===== src/rtl/bus_arbiter.sv =====
// bus_arbiter: two-port (CPU / DMA) round-robin arbiter in front of a single
// synchronous-write RAM with combinational read data.
// Optional feature: define BUS_ARB_LOCK_EN to add the c_lock port, which lets
// the CPU keep the bus across back-to-back transactions (read-modify-write).

module bus_arbiter #(
  parameter int WAIT_CYCLES = 1
) (
  input  logic        clk,
  input  logic        reset,
  input  logic        c_req,
  input  logic        c_we,
  input  logic        c_byte,
  input  logic [15:0] c_addr,
  input  logic [15:0] c_wdata,
  output logic        c_ack,
  output logic [15:0] c_rdata,
  input  logic        d_req,
  input  logic        d_we,
  input  logic        d_byte,
  input  logic [15:0] d_addr,
  input  logic [15:0] d_wdata,
  output logic        d_ack,
  output logic [15:0] d_rdata,
`ifdef BUS_ARB_LOCK_EN
  input  logic        c_lock,
`endif
  output logic [15:0] mem_addr,
  output logic        mem_we,
  output logic        mem_byte,
  output logic [15:0] mem_din,
  input  logic [15:0] mem_dout,
  output logic        busy
);

  localparam logic [2:0] LAST_CNT = 3'(WAIT_CYCLES - 1);

  typedef enum logic [1:0] {
    IDLE   = 2'd0,
    ACCESS = 2'd1,
    DONE   = 2'd2
  } state_t;

  state_t     state;
  state_t     state_next;
  logic [2:0] cnt;
  logic       owner_dma;
  logic       last_dma;
  logic       lat_we;
  logic       grant_dma;
  logic       lock_grant;
  logic       final_cycle;

`ifdef BUS_ARB_LOCK_EN
  logic lock_pend;
  assign lock_grant = lock_pend & c_req;
`else
  assign lock_grant = 1'b0;
`endif

  assign final_cycle = (cnt == LAST_CNT);

  // Pick the winner for an IDLE cycle: a pending CPU lock first, then
  // round-robin on contention, otherwise whichever port is requesting.
  always_comb begin
    grant_dma = 1'b0;
    if (lock_grant) begin
      grant_dma = 1'b0;
    end else if (c_req && d_req) begin
      grant_dma = ~last_dma;
    end else begin
      grant_dma = d_req;
    end
  end

  // Next-state logic plus the strobes that depend only on the current state.
  always_comb begin
    state_next = state;
    c_ack      = 1'b0;
    d_ack      = 1'b0;
    mem_we     = 1'b0;
    busy       = (state != IDLE);
    case (state)
      IDLE: begin
        if (c_req || d_req) begin
          state_next = ACCESS;
        end
      end
      ACCESS: begin
        if (final_cycle) begin
          state_next = DONE;
          mem_we     = lat_we;
        end
      end
      DONE: begin
        state_next = IDLE;
        c_ack      = ~owner_dma;
        d_ack      = owner_dma;
      end
      default: begin
        state_next = IDLE;
      end
    endcase
  end

  // State register; reset aborts any transaction in flight.
  always_ff @(posedge clk) begin
    if (reset) begin
      state <= IDLE;
    end else begin
      state <= state_next;
    end
  end

  // Transaction latch, wait counter, arbitration history and read-data capture.
  always_ff @(posedge clk) begin
    if (reset) begin
      cnt       <= 3'd0;
      owner_dma <= 1'b0;
      last_dma  <= 1'b1;
      lat_we    <= 1'b0;
      mem_addr  <= 16'd0;
      mem_byte  <= 1'b0;
      mem_din   <= 16'd0;
      c_rdata   <= 16'd0;
      d_rdata   <= 16'd0;
`ifdef BUS_ARB_LOCK_EN
      lock_pend <= 1'b0;
`endif
    end else begin
      case (state)
        IDLE: begin
`ifdef BUS_ARB_LOCK_EN
          lock_pend <= 1'b0;
`endif
          if (c_req || d_req) begin
            cnt       <= 3'd0;
            owner_dma <= grant_dma;
            last_dma  <= grant_dma;
            if (grant_dma) begin
              lat_we   <= d_we;
              mem_addr <= d_addr;
              mem_byte <= d_byte;
              mem_din  <= d_wdata;
            end else begin
              lat_we   <= c_we;
              mem_addr <= c_addr;
              mem_byte <= c_byte;
              mem_din  <= c_wdata;
            end
          end
        end
        ACCESS: begin
          cnt <= cnt + 3'd1;
          if (final_cycle && !lat_we) begin
            if (owner_dma) begin
              d_rdata <= mem_dout;
            end else begin
              c_rdata <= mem_dout;
            end
          end
        end
        DONE: begin
`ifdef BUS_ARB_LOCK_EN
          lock_pend <= ~owner_dma & c_lock;
`endif
        end
        default: begin
        end
      endcase
    end
  end

endmodule


===== config.mk =====
export PLATFORM = sky130hd
export DESIGN_NAME = bus_arbiter
export DESIGN_NICKNAME = d
export VERILOG_FILES = /design/src/rtl/bus_arbiter.sv
export SDC_FILE = /design/constraint.sdc
export NUM_CORES = 1
export LEC_CHECK = 0
export ABC_AREA = 0
export BUFFER_PORTS_ARGS = -buffer_cell sky130_fd_sc_hd__buf_2
export CORE_UTILIZATION = 45
export DETAILED_ROUTE_END_ITERATION = 16
export PLACE_DENSITY = 0.75
export SYNTH_ARGS = -nofsm -noshare
export SYNTH_HDL_FRONTEND = slang
export SYNTH_SLANG_ARGS = --single-unit

===== constraint.sdc =====
create_clock -name clk -period 4.3 [get_ports clk]
set_input_delay 0.215 -clock clk [delete_from_list [all_inputs] [get_ports clk]]
set_output_delay 0.215 -clock clk [all_outputs]
set_load 0.02 [all_outputs]

==> run_results.csv <==
group,metric,value,unit
run_status,status,"completed",
routing,first_pass_iters,4,
synthesis,syn_nets,448,
power,p_leak,2.037,nW
finish,layout_commonest_cell,"buf_2",
timing,setup_tns,0,ns
worst_setup_path,cp_max_fo,38,
global_routing,grt_pass1_wl,12780,um
floorplan,start_util,47.19,%
finish,layout-drive-gt1-share,36.51,%
global_routing,antenna_found_initial,0,
placement,place_area,4014,um^2
cts,post_cts_buffers,0,
synthesis,netlist_instances,358,
timing,worstMarginPinSlew,1.069,ns
routing,drc,0,
timing,period_needed,2.152,ns
run,drv_cap,0,
floorplan,num_rows,30,
timing,final.setup_skew,0.009373,ns
routing,vias,3076,
global_routing,grt_pass1_vias,2785,
global_routing,overflow,0,
global_routing,grt_usage,21.65,%
synthesis,syn_area,3242,um^2
routing,final_antenna_net_count,0,
floorplan,die_h,86.88,um
cts,cts_buffers,9,
global_routing,grt_max_degree,90,
timing,hold_ws,0.1236,ns
timing,slew_headroom,28.52,%
routing,drt_wl_total,8001,um
floorplan,num_io_pins,157,
routing,via_per_inst,5.127,
routing,wl_per_cell,13.34,um
cts,cts_resized,0,
floorplan,die_w,86.88,um
routing,drt_iter0_drc,135,
synthesis,synth_warnings,0,
timing,finalMaxSlewViolations,0,
finish,syn2layout_area_growth,29.83,%
placement,dp_hpwl,5495,um
timing,hold_viol,0,
placement,numPortBuffers,156,
finish,num-nets-final,589,
cts,cts_tree,"yes",
cts,insertion_delay,0.34,ns
min_path,hold_path_class,"primary input to flop",
finish,antenna_cells,0,
cts,clk_pin_slew,0.08,ns
worst_setup_path,cp-end-kind,"flop",
worst_setup_path,rrSetupSlack,2.15,ns
floorplan,die_area,7547,um^2
synthesis,synth_seq_cells,73,
power,irDropWorstVdd,0.1767,mV
synthesis,async_flop_share,0,%
finish,nFillCells,617,
synthesis,synth_edf_count,0,
synthesis,yosysUniqueCellTypes,31,
floorplan,coreArea,6869,um^2
synthesis,syn_avg_cell_area,9.055,um^2
timing,setup_viol,0,
timing,fmax,464.8,MHz
power,power.density,399.8,nW/um^2
cts,clk_path_buf_depth,2,
timing,rsz0062_at_grt,"no",
finish,final_cell_mix,"buf_2, dfxtp_1, nand2_1",
worst_setup_path,critPathArrivalTime,2.34,ns
placement,routabilityCongestion,0.7682,
worst_setup_path,critPathKind,"flop to flop",
worst_setup_path,cp-start-kind,"flop",
cts,htree_levels,3,
cts,cts_sinks,73,
cts,root_buffer,"clkbuf_8",
synthesis,dominantRegCellSynth,"dfxtp_1",
finish,fin_area,4209,um^2
timing,min_period_over_period,50.04,%
synthesis,synth_seq_area_share,45.08,%
worst_setup_path,worstPathRequired,4.49,ns
placement,placed_cells,584,
finish,final_cells,600,
finish,finish.utilization,61.28,%
cts,hold_buffers,0,
## power breakdown
part	internal [mW]	switching, mW
clock network	0.266	0.259
registers	0.737	0.0377
logic	0.151	0.232
total	1.15	0.528
## per-stage QoR
step	power, mW	worst slack (ns)
2_1_floorplan	1.043	2.823
3_3_place_gp	1.167	2.228
3_5_place_dp	1.173	2.190
4_1_cts	1.694	2.175
5_1_grt	1.765	2.022
6_report	1.683	2.148
## cell families (layout without fill, tap and decap cells)
group	count (synthesis)	count (layout)	synth area share [%]
xor+xnor	1	1	0.2702
mux	32	32	9.880
compound gates	79	79	16.87
fa+ha+maj	2	2	0.7718
flops	73	73	45.08
buf+inv	35	181	5.558
simple gates	136	136	21.57
## area by class of cell
type / count / area (um^2) / share of cell area, %
well taps: 96 / 120.1 / 2.854
flip-flops and latches: 73 / 1461 / 34.72
repair buffers: 160 / 810.8 / 19.26
clock buffers: 9 / 123.9 / 2.943
clock inverters: 7 / 71.32 / 1.694
inverters: 5 / 18.77 / 0.4459
multi-input cells: 250 / 1603 / 38.08
## cell usage after synthesis, drive strengths merged (2+ instances only)
cell type	n	area, um^2
a21oi	37	185.2
a311oi	33	289.0
buf	21	127.6
clkbuf	9	33.78
dfxtp	73	1461
ha	2	25.02
inv	5	18.77
mux2i	32	320.3
nand2	72	270.3
nand2b	48	300.3
nand3b	2	15.01
nor2	5	21.27
nor2b	2	12.51
nor3	2	21.27
o211ai	2	15.01
o21ai	2	10.01
## flip-flops by register name, indices dropped and copies added (netlist names)
name / count
c_rdata: 16
cnt: 3
d_rdata: 16
last_dma: 1
lat_we: 1
mem_addr: 16
mem_byte: 1
mem_din: 16
owner_dma: 1
state: 2
## metal layers
| metal | up-vias | share of wire (%) | track usage (%) |
|---|---|---|---|
| li1 | 1524 | - | - |
| met1 | 1402 | 45 | 27.41 |
| met2 | 135 | 45 | 35.36 |
| met3 | 15 | 7.9 | 5.024 |
| met4 | 0 | 1.9 | 9.242 |
| met5 | - | 0 | 0 |
## worst paths after layout
path | startpoint | cells after the start | end
hold / removal | c_we | 3 | lat_we$_SDFFE_PP0P_
setup / recovery | state[0]$_SDFFE_PP0P_ | 6 | mem_din[5]$_SDFFE_PP0P_
hold reg to reg | c_rdata[0]$_SDFFE_PP0P_ | 2 | c_rdata[0]$_SDFFE_PP0P_
setup reg to reg | state[0]$_SDFFE_PP0P_ | 6 | mem_din[5]$_SDFFE_PP0P_
## critical path, cell delays in order, from the launching register on
cell and delay (ns):
dfxtp_1 0.39, nor2_2 0.12, buf_4 0.37, inv_1 0.19, nor2_2 0.40, buf_4 0.36, a311oi_1 0.14
Power figures use the tool's default switching activity.
